===== config.mk =====
export PLATFORM = sky130hd
export DESIGN_NAME = ram_dp_clr
export DESIGN_NICKNAME = d
export VERILOG_FILES = /design/src/rtl/ram_pkg.sv /design/src/rtl/ram_sdp_core.sv /design/src/rtl/ram_dp_clr.sv
export SDC_FILE = /design/constraint.sdc
export NUM_CORES = 1
export LEC_CHECK = 0
export ABC_AREA = 1
export BUFFER_PORTS_ARGS = -buffer_cell sky130_fd_sc_hd__buf_2
export CAP_MARGIN = 5
export CORE_ASPECT_RATIO = 0.75
export CORE_MARGIN = 2
export CORE_UTILIZATION = 63
export CTS_BUF_LIST = sky130_fd_sc_hd__clkbuf_4 sky130_fd_sc_hd__clkbuf_8 sky130_fd_sc_hd__clkbuf_16
export CTS_CLUSTER_DIAMETER = 80
export DETAILED_ROUTE_END_ITERATION = 8
export PLACE_DENSITY = 0.8
export SETUP_SLACK_MARGIN = 0.1
export SYNTH_ARGS = -nofsm -noshare
export SYNTH_HDL_FRONTEND = slang
export SYNTH_HIERARCHICAL = 1
export SYNTH_SLANG_ARGS = --single-unit

===== constraint.sdc =====
create_clock -name i_clk -period 3.35 [get_ports i_clk]
set_input_delay 1.005 -clock i_clk [delete_from_list [all_inputs] [get_ports i_clk]]
set_output_delay 1.005 -clock i_clk [all_outputs]
set_load 0.01 [all_outputs]

===== src/rtl/ram_pkg.sv =====
// Shared types and constants for the clearable simple dual-port RAM.
package ram_pkg;

  typedef enum logic [0:0] {
    ST_IDLE  = 1'b0,
    ST_CLEAR = 1'b1
  } state_e;

  localparam int unsigned RDW_OLD = 0;
  localparam int unsigned RDW_NEW = 1;

endpackage


===== src/rtl/ram_sdp_core.sv =====
// Bare simple dual-port array: synchronous write, registered read, optional
// write-first bypass for same-address read during write.
module ram_sdp_core
  import ram_pkg::*;
#(
  parameter int unsigned DATA_WIDTH = 8,
  parameter int unsigned ADDR_WIDTH = 6,
  parameter int unsigned RDW_MODE   = 0
) (
  input  logic                  clk,
  input  logic                  rst,
  input  logic                  we,
  input  logic [ADDR_WIDTH-1:0] waddr,
  input  logic [DATA_WIDTH-1:0] wdata,
  input  logic                  re,
  input  logic [ADDR_WIDTH-1:0] raddr,
  output logic [DATA_WIDTH-1:0] rd_data_c
);

  localparam int unsigned DEPTH = 1 << ADDR_WIDTH;

  logic [DATA_WIDTH-1:0] mem [DEPTH];
  logic [DATA_WIDTH-1:0] ram_q;

  // Array storage is never reset so it maps onto block RAM.
  always_ff @(posedge clk) begin
    if (we) mem[waddr] <= wdata;
  end

  // Read-first capture: a same-edge write is not yet visible here.
  always_ff @(posedge clk or posedge rst) begin
    if (rst) ram_q <= '0;
    else if (re) ram_q <= mem[raddr];
  end

  generate
    if (RDW_MODE == RDW_NEW) begin : g_bypass
      logic                  byp_hit_q;
      logic [DATA_WIDTH-1:0] byp_data_q;

      // Bypass state only changes with a read so the output holds between reads.
      always_ff @(posedge clk or posedge rst) begin
        if (rst) begin
          byp_hit_q  <= 1'b0;
          byp_data_q <= '0;
        end else if (re) begin
          byp_hit_q  <= we && (waddr == raddr);
          byp_data_q <= wdata;
        end
      end

      assign rd_data_c = byp_hit_q ? byp_data_q : ram_q;
    end else begin : g_no_bypass
      assign rd_data_c = ram_q;
    end
  endgenerate

endmodule


===== src/rtl/ram_dp_clr.sv =====
// Simple dual-port RAM with clear engine, read-valid pipeline and optional
// output register.
module ram_dp_clr
  import ram_pkg::*;
#(
  parameter int unsigned DATA_WIDTH     = 8,
  parameter int unsigned ADDR_WIDTH     = 6,
  parameter int unsigned OUT_REG        = 0,
  parameter int unsigned RDW_MODE       = 0,
  parameter int unsigned CLEAR_ON_RESET = 1
) (
  input  logic                  i_clk,
  input  logic                  i_rst,
  input  logic                  i_wr_en,
  input  logic [ADDR_WIDTH-1:0] i_wr_addr,
  input  logic [DATA_WIDTH-1:0] i_wr_data,
  input  logic                  i_rd_en,
  input  logic [ADDR_WIDTH-1:0] i_rd_addr,
  input  logic                  i_clr,
  output logic [DATA_WIDTH-1:0] o_rd_data,
  output logic                  o_rd_valid,
  output logic                  o_busy
);

  localparam int unsigned DEPTH = 1 << ADDR_WIDTH;
  localparam logic [ADDR_WIDTH-1:0] LAST_ADDR = ADDR_WIDTH'(DEPTH - 1);
  localparam state_e RST_STATE = (CLEAR_ON_RESET != 0) ? ST_CLEAR : ST_IDLE;

  state_e                state, state_nxt;
  logic [ADDR_WIDTH-1:0] clr_cnt, clr_cnt_nxt;

  logic                  mem_we_c;
  logic [ADDR_WIDTH-1:0] mem_waddr_c;
  logic [DATA_WIDTH-1:0] mem_wdata_c;
  logic                  mem_re_c;
  logic [DATA_WIDTH-1:0] core_data_c;
  logic                  valid_q1;

  always_ff @(posedge i_clk or posedge i_rst) begin
    if (i_rst) begin
      state   <= RST_STATE;
      clr_cnt <= '0;
    end else begin
      state   <= state_nxt;
      clr_cnt <= clr_cnt_nxt;
    end
  end

  // Clear FSM: one zero write per cycle, leaves CLEAR on the last address.
  always_comb begin
    state_nxt   = state;
    clr_cnt_nxt = clr_cnt;
    case (state)
      ST_IDLE: begin
        if (i_clr) begin
          state_nxt   = ST_CLEAR;
          clr_cnt_nxt = '0;
        end
      end
      ST_CLEAR: begin
        clr_cnt_nxt = clr_cnt + ADDR_WIDTH'(1);
        if (clr_cnt == LAST_ADDR) state_nxt = ST_IDLE;
      end
      default: state_nxt = ST_IDLE;
    endcase
  end

  assign o_busy = (state == ST_CLEAR);

  // Clear engine owns the write port; user ports are gated off while busy.
  always_comb begin
    mem_we_c    = i_wr_en;
    mem_waddr_c = i_wr_addr;
    mem_wdata_c = i_wr_data;
    mem_re_c    = i_rd_en && (state == ST_IDLE);
    if (state == ST_CLEAR) begin
      mem_we_c    = 1'b1;
      mem_waddr_c = clr_cnt;
      mem_wdata_c = '0;
    end
  end

  ram_sdp_core #(
    .DATA_WIDTH(DATA_WIDTH),
    .ADDR_WIDTH(ADDR_WIDTH),
    .RDW_MODE  (RDW_MODE)
  ) u_core (
    .clk      (i_clk),
    .rst      (i_rst),
    .we       (mem_we_c),
    .waddr    (mem_waddr_c),
    .wdata    (mem_wdata_c),
    .re       (mem_re_c),
    .raddr    (i_rd_addr),
    .rd_data_c(core_data_c)
  );

  always_ff @(posedge i_clk or posedge i_rst) begin
    if (i_rst) valid_q1 <= 1'b0;
    else valid_q1 <= mem_re_c;
  end

  generate
    if (OUT_REG != 0) begin : g_out_reg
      logic [DATA_WIDTH-1:0] rd_data_q;
      logic                  valid_q2;

      always_ff @(posedge i_clk or posedge i_rst) begin
        if (i_rst) begin
          rd_data_q <= '0;
          valid_q2  <= 1'b0;
        end else begin
          valid_q2 <= valid_q1;
          if (valid_q1) rd_data_q <= core_data_c;
        end
      end

      assign o_rd_data  = rd_data_q;
      assign o_rd_valid = valid_q2;
    end else begin : g_direct
      assign o_rd_data  = core_data_c;
      assign o_rd_valid = valid_q1;
    end
  endgenerate

endmodule


# --- Yosys cells after proc, flatten, opt, wreduce, memory -nomap -nowiden ---
# Memories as Yosys holds them, arrays and structs flattened. A register that Yosys moved wholly into a read port is not among the register bits.
# Index checks and enable logic that the tools add are counted.
word_totals:
  wordCells: 19
  ramBits: 512
  mem_count: 1
  ff_bits: 8
mem_list:
  columns: ["memory", "depth", "width", "rd", "rd_clocked_by_memory_dff", "write_ports", "line_no", "text"]
  rows:
  - ["u_core.mem", 64, 8, 1, 1, 1, "ram_sdp_core.sv:22", "logic [DATA_WIDTH-1:0] mem [DEPTH];"]
op_classes:
  reduce_logical: 1
  mux: 10
  bitwise_logic: 1
  add_sub_neg: 1
  eq_ne: 2
ops:
  columns: ["operator", "count"]
  rows:
  - ["$mux W6", 2]
  - ["$pmux W6 S2", 1]
  - ["$mux W8", 1]
  - ["$add A6 B1 Y6 const B", 1]
  - ["$eq A6 B6 Y1 const B", 1]
  - ["$mux W1", 5]
  - ["$ne A2 B2 Y1 const B", 1]
  - ["$pmux W1 S2", 1]
  - ["$logic_and A1 B1 Y1", 1]
  - ["$not A1 Y1", 1]

# --- Depth between registers and ports, before layout ---
logic_depth:
  ltp_word: 3
  ltp_mapped: 14
  mapped_depth_nobuf: 11

# --- Modules after synthesis ---
# Netlist, hierarchy kept.
modules_own_cells:
  columns: ["mod", "seq_area_each_um2", "instances", "area_each_um2", "cells_per_inst"]
  rows:
  - ["ram_sdp_core", 15574.9, 1, 21328.0, 1800]
  - ["ram_dp_clr", 201.4, 1, 569.3, 91]

# --- Worst setup path before layout ---
# OpenSTA, ideal clock, no wires.
synth_timing:
  path_type: "input port to flip-flop"
  start: "input port i_wr_data[0]"
  end: "memory u_core.mem[0][0], data pin"
  slack_ns: 0.308
  setup_ns: 0.502
  n_path_buf: 0
  required_time_ns: 2.848
  cell_stages: 2
  arrival_ns: 2.540
  path_cell_list: "inv_1 -> nor2_1"
synth_via:
  elab_chain_len: 1
synth_rtl:
  columns: ["element", "line_no", "text"]
  rows:
  - ["start: declaration", "ram_dp_clr.sv:16", "input logic [DATA_WIDTH-1:0] i_wr_data,"]
  - ["$mux W8", "ram_dp_clr.sv:76", "if (state == ST_CLEAR) begin"]
  - ["named net mem_wdata_c[0]", "ram_dp_clr.sv:34", "logic [DATA_WIDTH-1:0] mem_wdata_c;"]
  - ["end: declaration", "ram_sdp_core.sv:22", null]
# The timed path passes the listed nets, and every way through them passes these cells.

# --- Final worst setup path ---
layout_timing:
  start: "register state, in the netlist o_busy"
  end: "output port o_busy"
layout_lines:
  columns: ["element", "line_no", "text"]
  rows:
  - ["start: declaration", "ram_dp_clr.sv:29", "state_e state, state_nxt;"]
  - ["start signal: assignment", "ram_dp_clr.sv:44", "state <= state_nxt;"]
  - ["end: declaration", "ram_dp_clr.sv:22", "output logic o_busy"]
# No word-level cell between the ends.

==> results.json <==
{
  "antenna_found_initial": 2,
  "hold_buffers": 0,
  "initial_core_util_pct": 63.52,
  "worstSetupPathType": "register to output port",
  "cts_buffers": 48,
  "synth_area_sq_mm": 0.02190,
  "post_cts_resized": 0,
  "final_core_util_pct": 71.28,
  "die_area_sq_mm": 0.03628,
  "clk_latency_ns": 0.58,
  "drtIter0Drc": 2275,
  "hold_viol": 0,
  "finalCritPeriodShare_pct": 79.11,
  "core.rowCount": 59,
  "syn_inst": 1891,
  "grt_use_total_pct": 31.41,
  "cts-root-buf": "clkbuf_16",
  "drc_errors": 0,
  "synth_area_leaders": "edfxtp_1 70%, nand2_1 11%, nand3_1 11%",
  "vdd_ir_drop_max_mv": 0.6714,
  "dr_total_vias": 15068,
  "cp-start-kind": "register",
  "cts_tree": "yes",
  "slew_violations": 0,
  "fin_tns_setup_ns": 0,
  "rsz0062_at_grt": "false",
  "die_width_microns": 219.3,
  "h-tree-depth": 2,
  "viasPerCell": 6.113,
  "max_freq_ghz": 0.3773,
  "cts_setup_buffers": 0,
  "yosysWarnings": 6,
  "port-buffer-count": 34,
  "overflow": 0,
  "wl_met2_microns": 25060,
  "cp_max_fo": 20,
  "gp_congestion": 0.9222,
  "status": "completed",
  "avgRoutedWirePerCell_microns": 22.33,
  "clk_path_buf_depth": 3,
  "critical_path.endpoint_type": "output port",
  "powerDensity_mw_per_mm2": 667.4,
  "syn-num-nets": 1917,
  "worst_pin_slew_ns": 0.7933,
  "core_area_sq_mm": 0.03447,
  "syn_to_final_growth_pct": 12.22,
  "leakage_nw": 9.275,
  "crit_required_ns": 2.34,
  "dr_wl_met3_microns": 7672,
  "path_clk_slew_ns": 0.06,
  "grt_max_degree": 116,
  "reg2reg_depth": 5,
  "hp-class": "input port to asynchronous set/reset pin",
  "syn_area_per_cell_sq_um": 11.58,
  "dieHeight_microns": 165.5,
  "grt_pass1_vias": 14689,
  "synth-seq-cells": 528,
  "fin_crit_ns": 2.650,
  "arrival_ns": 1.65,
  "grt_pass1_wl_microns": 83600,
  "wl_met1_microns": 20470,
  "clock-sinks": 528,
  "ioPinCount": 35,
  "drive_gt1_share_pct": 11.62,
  "ys_types": 26,
  "drv_cap": 0,
  "hpwl_microns": 32580,
  "nFillCells": 2232,
  "synth_top_area_share_pct": 70.21,
  "post-synth-top-area-cell": "edfxtp_1",
  "yosysSeqAreaShare_pct": 72.05,
  "firstDrtPassIters": 5,
  "finish.net_count": 1993,
  "wirelength_microns": 55040,
  "ant_nets": 0,
  "holdWs_ns": 0.4231,
  "setup_viol": 0,
  "routed.top_layer": "met4",
  "final.setup_skew_ns": 0.02828,
  "slew_headroom_pct": 47.11
}
-- final timing paths --
check | to | from | slack [ns]
max | o_busy | o_busy | 0.70
min | clr_cnt[2] | i_rst | 0.42
max reg2reg | u_core/mem[26][7] | o_busy | 0.73
min reg2reg | o_busy | clr_cnt[5] | 0.55
max in group asynchronous | u_core/rd_data_c[6] | i_rst | 2.64
min in group i_clk | o_busy | clr_cnt[5] | 0.55
-- routing by layer --
metal | vias to the layer above | track usage, %
met2 | 998 | 47.51
met3 | 137 | 9.890
li1 | 6778 | -
met4 | 0 | 11.73
met1 | 7155 | 43.36
met5 | - | 0
-- cell type report --
type,instances,area [sq um],area share [%]
well taps,457,571.8,2.327
repair buffers,142,1165,4.741
clock inverters,32,360.3,1.466
inverters,35,138.9,0.5652
diodes,2,5.005,0.02037
clock buffers,57,1269,5.163
flip-flops and latches,528,15780,64.20
multi-input cells,1212,5286,21.51
-- through the flow --
| stage | std cells | setup slack (ns) | power [mW] | cell area [sq um] |
|---|---|---|---|---|
| floorplan | 1891 | 0.3077 | 9.629 | 21900 |
| global placement | 2374 | 0.5731 | 10.65 | 22940 |
| detailed placement | 2374 | 0.5357 | 10.75 | 22940 |
| CTS | 2463 | 0.6760 | 16.36 | 24570 |
| global route | 2465 | 0.6101 | 16.92 | 24570 |
| finish | 2465 | 0.6997 | 16.40 | 24570 |
-- synth_stat cells --
master / n
nand2_1: 639
edfxtp_1: 512
nand3_1: 474
nor2_1: 72
buf_2: 48
inv_1: 32
buf_6: 26
buf_4: 15
dfrtp_1: 15
clkbuf_1: 14
buf_1: 12
nand4_1: 9
nor4_1: 8
a21oi_1: 2
inv_2: 2
buf_8: 1
dfstp_2: 1
ha_1: 1
inv_6: 1
nand2_4: 1
nor2_4: 1
o21a_1: 1
o21ai_0: 1
or2_1: 1
or2_2: 1
xor2_1: 1
-- logic make-up (layout without fill, tap and decap cells) --
family	after synthesis	after routing	synth area share (%)
flops	528	528	72.05
simple gates	1206	1206	23.67
buf+inv	151	266	4.085
xor+xnor	1	1	0.04001
fa+ha+maj	1	1	0.05713
other cells	0	2	0
compound gates	4	4	0.1028
-- cells in the final DEF (no fill, tap or decap), types with 14 or more instances in the layout --
cell type,netlist,final
nand2_1,639,639
clkbuf_16,0,48
nor2_1,72,64
inv_1,32,31
buf_2,48,32
clkinv_1,0,14
dfrtp_1,15,15
nand3_1,474,474
edfxtp_1,512,512
buf_4,15,95
buf_12,0,14
-- sequential cells by signal (all words and copies together) (netlist names) --
register          flops
u_core/mem          512
u_core/rd_data_c      8
clr_cnt               6
o_busy                1
o_rd_valid            1
-- power breakdown --
part	switching, mW	total (mW)	internal (mW)
Sequential	0.217	8.16	7.94
Combinational	1.89	2.56	0.671
Clock	2.36	5.68	3.32
Total	4.47	16.4	11.9
-- critical path, stage by stage, from the launching register on --
cell,delay (ns)
dfstp_2,0.53
buf_4,0.32
buf_2,0.20
(Power assumes the default switching activity.)
